[config.mk]
export PLATFORM = sky130hd
export DESIGN_NAME = y_mul_div_seq
export DESIGN_NICKNAME = d
export VERILOG_FILES = /design/src/rtl/y_mul_div_seq_pkg.sv /design/src/rtl/yArith.sv /design/src/rtl/y_mul_div_ctrl.sv /design/src/rtl/y_mul_div_seq.sv
export SDC_FILE = /design/constraint.sdc
export NUM_CORES = 1
export LEC_CHECK = 0
export ABC_CLOCK_PERIOD_IN_PS = 4700
export CAP_MARGIN = 10
export CELL_PAD_IN_SITES_DETAIL_PLACEMENT = 0
export CELL_PAD_IN_SITES_GLOBAL_PLACEMENT = 1
export CORE_UTILIZATION = 42
export CTS_CLUSTER_SIZE = 14
export DETAILED_ROUTE_END_ITERATION = 16
export PLACE_DENSITY_LB_ADDON = 0.25
export SYNTH_ARGS = -nofsm -noshare
export SYNTH_HDL_FRONTEND = slang
export SYNTH_HIERARCHICAL = 1
export SYNTH_SLANG_ARGS = --single-unit
export TNS_END_PERCENT = 30
[constraint.sdc]
create_clock -name clk -period 4.7 [get_ports clk]
set_input_delay 1.175 -clock clk [delete_from_list [all_inputs] [get_ports clk]]
set_output_delay 1.175 -clock clk [all_outputs]
set_load 0.005 [all_outputs]
[src/rtl/y_mul_div_seq_pkg.sv]
// Shared definitions for the iterative multiply/divide unit: state encoding,
// operation codes and the iteration-counter width helper.
package y_mul_div_seq_pkg;

  localparam int DEF_WIDTH = 32;

  typedef enum logic [1:0] {
    ST_IDLE = 2'd0,
    ST_RUN  = 2'd1,
    ST_DONE = 2'd2
  } state_e;

  localparam logic OP_MUL = 1'b0;
  localparam logic OP_DIV = 1'b1;

  // Counter must hold the value WIDTH itself, hence the extra bit.
  function automatic int cnt_width(input int w);
    return $clog2(w) + 1;
  endfunction

endpackage

[src/rtl/yArith.sv]
// Add/subtract stage: ctrl=0 gives a+b, ctrl=1 gives a-b as a+~b+1.
// For subtraction cout=1 means no borrow (a >= b).
module yArith #(
  parameter int WIDTH = 32
) (
  input  logic [WIDTH-1:0] a,
  input  logic [WIDTH-1:0] b,
  input  logic             ctrl,
  output logic [WIDTH-1:0] z,
  output logic             cout
);

  logic [WIDTH-1:0] b_eff;

  assign b_eff     = ctrl ? ~b : b;
  assign {cout, z} = {1'b0, a} + {1'b0, b_eff} + {{WIDTH{1'b0}}, ctrl};

endmodule

[src/rtl/y_mul_div_ctrl.sv]
// Sequencing FSM for the multiply/divide unit: accepts a request in IDLE,
// runs WIDTH single-bit iterations, then pulses done for one cycle.
module y_mul_div_ctrl
  import y_mul_div_seq_pkg::*;
#(
  parameter int WIDTH = DEF_WIDTH
) (
  input  logic   clk,
  input  logic   rst_n,
  input  logic   start,
  input  logic   div_zero,
  output logic   busy,
  output logic   done,
  output logic   load,
  output logic   step,
  output state_e state_o
);

  localparam int CW = cnt_width(WIDTH);

  state_e        state_q, state_d;
  logic [CW-1:0] cnt_q, cnt_d;

  assign state_o = state_q;

  always_ff @(posedge clk or negedge rst_n) begin
    if (!rst_n) begin
      state_q <= ST_IDLE;
      cnt_q   <= '0;
    end else begin
      state_q <= state_d;
      cnt_q   <= cnt_d;
    end
  end

  always_comb begin
    state_d = state_q;
    cnt_d   = cnt_q;
    busy    = 1'b0;
    done    = 1'b0;
    load    = 1'b0;
    step    = 1'b0;
    case (state_q)
      ST_IDLE: begin
        if (start) begin
          load = 1'b1;
          // A zero divisor has a fixed answer, so skip the iterations.
          if (div_zero) begin
            state_d = ST_DONE;
            cnt_d   = '0;
          end else begin
            state_d = ST_RUN;
            cnt_d   = CW'(WIDTH);
          end
        end
      end
      ST_RUN: begin
        busy  = 1'b1;
        step  = 1'b1;
        cnt_d = cnt_q - CW'(1);
        if (cnt_q == CW'(1)) state_d = ST_DONE;
      end
      ST_DONE: begin
        busy    = 1'b1;
        done    = 1'b1;
        state_d = ST_IDLE;
      end
      default: state_d = ST_IDLE;
    endcase
  end

endmodule

[src/rtl/y_mul_div_seq.sv]
// Iterative unsigned multiply (shift-add) / divide (restoring), one bit per
// cycle, sharing a single add/sub stage. Results are left in hi/lo.
module y_mul_div_seq
  import y_mul_div_seq_pkg::*;
#(
  parameter int WIDTH = DEF_WIDTH
) (
  input  logic             clk,
  input  logic             rst_n,
  input  logic             start,
  input  logic             op,
  input  logic [WIDTH-1:0] a,
  input  logic [WIDTH-1:0] b,
  output logic             busy,
  output logic             done,
  output logic [WIDTH-1:0] hi,
  output logic [WIDTH-1:0] lo,
  output logic             div_by_zero
);

  logic [WIDTH-1:0] hi_q, hi_d, lo_q, lo_d, b_q, b_d;
  logic             op_q, op_d, dbz_q, dbz_d;
  logic             load, step, div_zero;
  logic [WIDTH-1:0] add_a, add_z;
  logic             add_cout, rem_msb, take;
  state_e           ctrl_state;

  assign div_zero = (op == OP_DIV) && (b == '0);

  y_mul_div_ctrl #(.WIDTH(WIDTH)) u_ctrl (
    .clk      (clk),
    .rst_n    (rst_n),
    .start    (start),
    .div_zero (div_zero),
    .busy     (busy),
    .done     (done),
    .load     (load),
    .step     (step),
    .state_o  (ctrl_state)
  );

  // Divide works on the remainder shifted left by one with the next dividend
  // bit; hi[W-1] is the 33rd remainder bit lost by that shift.
  assign rem_msb = hi_q[WIDTH-1];
  assign add_a   = (op_q == OP_DIV) ? {hi_q[WIDTH-2:0], lo_q[WIDTH-1]} : hi_q;
  assign take    = rem_msb | add_cout;

  yArith #(.WIDTH(WIDTH)) u_arith (
    .a    (add_a),
    .b    (b_q),
    .ctrl (op_q),
    .z    (add_z),
    .cout (add_cout)
  );

  always_comb begin
    hi_d  = hi_q;
    lo_d  = lo_q;
    b_d   = b_q;
    op_d  = op_q;
    dbz_d = dbz_q;
    if (load) begin
      op_d = op;
      b_d  = b;
      if (div_zero) begin
        hi_d  = a;
        lo_d  = '1;
        dbz_d = 1'b1;
      end else begin
        hi_d  = '0;
        lo_d  = a;
        dbz_d = 1'b0;
      end
    end else if (step && (ctrl_state == ST_RUN)) begin
      if (op_q == OP_MUL) begin
        if (lo_q[0]) begin
          hi_d = {add_cout, add_z[WIDTH-1:1]};
          lo_d = {add_z[0], lo_q[WIDTH-1:1]};
        end else begin
          hi_d = {1'b0, hi_q[WIDTH-1:1]};
          lo_d = {hi_q[0], lo_q[WIDTH-1:1]};
        end
      end else begin
        if (take) begin
          hi_d = add_z;
          lo_d = {lo_q[WIDTH-2:0], 1'b1};
        end else begin
          hi_d = add_a;
          lo_d = {lo_q[WIDTH-2:0], 1'b0};
        end
      end
    end
  end

  always_ff @(posedge clk or negedge rst_n) begin
    if (!rst_n) begin
      hi_q  <= '0;
      lo_q  <= '0;
      b_q   <= '0;
      op_q  <= 1'b0;
      dbz_q <= 1'b0;
    end else begin
      hi_q  <= hi_d;
      lo_q  <= lo_d;
      b_q   <= b_d;
      op_q  <= op_d;
      dbz_q <= dbz_d;
    end
  end

  assign hi          = hi_q;
  assign lo          = lo_q;
  assign div_by_zero = dbz_q;

endmodule

==> impl_metrics.csv <==
group,metric,value,unit
logic_synthesis,synth-seq-area-share,0.310,
worst_setup_path,cp-start-kind,"register",
run,cap_viol_max_count,0,
finish,syn_to_final_growth,22.0,%
logic_synthesis,synth.distinct_cells,68,
logic_synthesis,synth-edff-count,0,
sta,clock_skew,0.0123,ns
sta,worstMarginPinSlew,0.849,ns
logic_synthesis,synth_area,8570,sq um
finish,stdcell_area,10500,sq um
logic_synthesis,synth_area_per_cell,8.99,sq um
cts,postCtsHoldBufs,0,
grt,grt_pass1_wl,40200,um
grt,overflow,0,
sta,hold_slack,0.530,ns
sta,drv_slew,0,
sta,fmax,236,MHz
sta,slew_headroom,0.432,
logic_synthesis,yosys_warnings,6,
finish,drive_above_1_share,0.143,
worst_setup_path,worstPathMaxFanout,27,
worst_hold_path,hp-class,"register to register",
placed_design,post-place-ws,0.347,ns
logic_synthesis,yosysTopAreaCell,"dfrtp_1",
floorplanning,num_rows,51,
placed_design,hpwl,19100,um
logic_synthesis,synth_seq_cells,106,
route,wl_per_cell,19.3,um
route,vias_per_cell,5.86,
grt,antenna_found_initial,0,
placed_design,placedInstanceArea,10100,sq um
worst_setup_path,slowest_stage,"dfrtp_4",
floorplanning,start_util,0.434,
route,drc_errors,0,
worst_setup_path,slowest_delay,0.68,ns
cts,clock_latency,0.36,ns
cts,cts_resized,0,
worst_setup_path,critPathRequiredTime,4.95,ns
cts,cts.sinks,106,
floorplanning,die_y,145,um
worst_setup_path,crit_arrival,4.50,ns
floorplanning,ioPinCount,135,
floorplanning,die_w,145,um
grt,grt_pass1_vias,7243,
logic_synthesis,synth_flop_cell,"dfrtp_1",
cts,cts-root-buf,"clkbuf_16",
sta,report.final.setup_viol,0,
cts,post_cts_buffers,0,
worst_setup_path,startpoint,"op_q$_DFFE_PN0P_",
run_status,status,"completed",
sta,fin_setup_tns,0,ns
placed_design,placement.io_buffers,134,
route,drtAntennaViolNets,0,
worst_setup_path,crit_chain,"buf_4, mux2_2, ha_1, nand2_1, or3_1, nor4_1, nor3_1, o41ai_1, xnor2_1, mux2_2, a32o_1, a211oi_1, o2bb2ai_1",
grt,grt.total_usage,0.249,
logic_synthesis,synthArstFlopShare,1.00,
finish,antenna_cells,0,
floorplanning,core,19700,sq um
route,vias,7743,
sta,period_minus_slack,4.25,ns
worst_hold_path,min_from,"b_q[20]$_DFFE_PN0P_",
sta,period_share,0.903,
logic_synthesis,yosys.area.top_type_share,0.310,
sta,rsz0062_at_grt,"no",
route,routed_wl,25400,um
cts,clkTransAtPathRegs,0.08,ns
worst_setup_path,r2r_start,"op_q$_DFFE_PN0P_",
cts,cts_buffer_depth,2,
sta,setup_slack,0.455,ns
finish,layout.nets,1159,
logic_synthesis,synthTopCellsByArea,"dfrtp_1 (31%), mux2_2 (12%), ha_1 (5.7%)",
cts,cts_made_buffers,9,
logic_synthesis,synthCells,953,
floorplanning,die_area,21000,sq um
route,first_iter_violations,618,
logic_synthesis,syn_nets,1061,
grt,grt_max_degree,65,
placed_design,place_congestion,0.885,
route,first_pass_iters,6,
worst_setup_path,crit_path_end_kind,"register",
cts,h-tree-depth,3,
worst_setup_path,path_common_cell,"mux2_2",
cts,cts_tree,"built",
worst_setup_path,path_class,"register to register",
sta,hold_viol_final,0,
==> cell usage after synthesis, drive strengths merged, types with 2 or more instances <==
cell	number
nor4	8
nand2b	6
nor2	103
clkbuf	43
nand3b	2
buf	26
and4	3
a211o	4
a22oi	3
dfrtp	106
nor2b	5
inv	25
xnor2	14
a31oi	21
and3	5
mux2i	35
a21o	9
o211ai	9
o311ai	4
nand3	8
a32o	13
o2bb2ai	12
nand4	12
a211oi	44
o21a	5
o31ai	4
or3	5
nand2	65
o221ai	2
or2	5
and2	3
o21ai	77
or4	2
nor3	14
a221o	20
mux2	93
xor2	43
a21oi	34
o21bai	7
ha	39
==> path summary, 6_finish.rpt <==
kind                                       end  slack, ns  depth (start not counted)
setup / recovery            hi[24]$_DFFE_PN0P_       0.45                         13
hold / removal             b_q[20]$_DFFE_PN0P_       0.53                          1
setup reg to reg            hi[24]$_DFFE_PN0P_       0.45                         13
hold reg to reg            b_q[20]$_DFFE_PN0P_       0.53                          1
max in group asynchronous     op_q$_DFFE_PN0P_       3.03                          2
min in group asynchronous    lo[9]$_DFFE_PN0P_       0.90                          1
==> state kept, by name, summed over array words and instances, names as in the netlist <==
signal          cells
b_q                32
div_by_zero         1
hi                 32
op_q                1
lo                 32
u_ctrl/cnt_q        6
u_ctrl/state_o      2
==> logic make-up (layout without fill, tap and decap cells) <==
| family | after synthesis | count (layout) | synth area share |
|---|---|---|---|
| flops | 106 | 106 | 0.310 |
| fa+ha+maj | 40 | 40 | 0.0593 |
| simple gates | 250 | 250 | 0.139 |
| mux | 128 | 128 | 0.163 |
| xor+xnor | 57 | 57 | 0.0583 |
| compound gates | 278 | 278 | 0.224 |
| buf+inv | 94 | 197 | 0.0460 |
==> critical path, delay by kind of cell (launching register included) <==
kind                     cells  cell delay (ns)
XOR/XNOR                     1             0.21
buffers and inverters        1             0.31
AND/OR/NAND/NOR              4             0.83
AO/OA/AOI/OAI                4             1.01
flip-flops                   1             0.68
multiplexers                 2             0.67
adder cells (fa/ha/maj)      1             0.42
==> final cells by class <==
type                       instances  area, sq um
multi-input combinational        753         5540
sequential                       106         2660
tap                              265          332
inverter                          25         93.8
fill                            1841         9260
timing repair buffer             156         1550
clock inverter                     7         65.1
clock buffer                       9          225
==> metrics by stage <==
stage / std cells / util
finish: 1321 / 0.530
global route: 1321 / 0.530
CTS: 1320 / 0.529
detailed placement: 1304 / 0.514
global placement: 1304 / 0.514
floorplan: 953 / -
==> cells in the final DEF (no fill, tap or decap), types with 4 or more instances in the layout <==
| cell | instances |
|---|---|
| nand3_1 | 8 |
| buf_4 | 20 |
| nor4_1 | 8 |
| a32o_1 | 13 |
| a221o_1 | 20 |
| nor3_1 | 10 |
| a21oi_1 | 34 |
| nand2b_1 | 6 |
| inv_1 | 25 |
| clkdlybuf4s50_1 | 133 |
| nor2b_1 | 5 |
| xor2_1 | 43 |
| dfrtp_1 | 105 |
| mux2i_1 | 35 |
| o21ai_0 | 76 |
| a31oi_1 | 21 |
| a211o_1 | 4 |
| nand4_1 | 12 |
| or3_1 | 4 |
| and3_1 | 5 |
| clkbuf_16 | 10 |
| xnor2_1 | 14 |
| o211ai_1 | 9 |
| nand2_1 | 65 |
| o21a_1 | 5 |
| o21bai_1 | 7 |
| a211oi_1 | 43 |
| or2_2 | 4 |
| nor2_1 | 102 |
| ha_1 | 39 |
| mux2_2 | 93 |
| a21o_1 | 9 |
| o2bb2ai_1 | 12 |
==> layer usage <==
metal / global-route usage / vias up / routed length, um
met5: 0 / - / 0
met4: 0.0587 / 0 / 226
met3: 0.0326 / 20 / 1510
met2: 0.378 / 256 / 11100
met1: 0.370 / 3722 / 12600
li1: - / 3745 / -
Power is not shown: default switching activity piles up to over one toggle a cycle in this logic, so the estimate is an artifact.
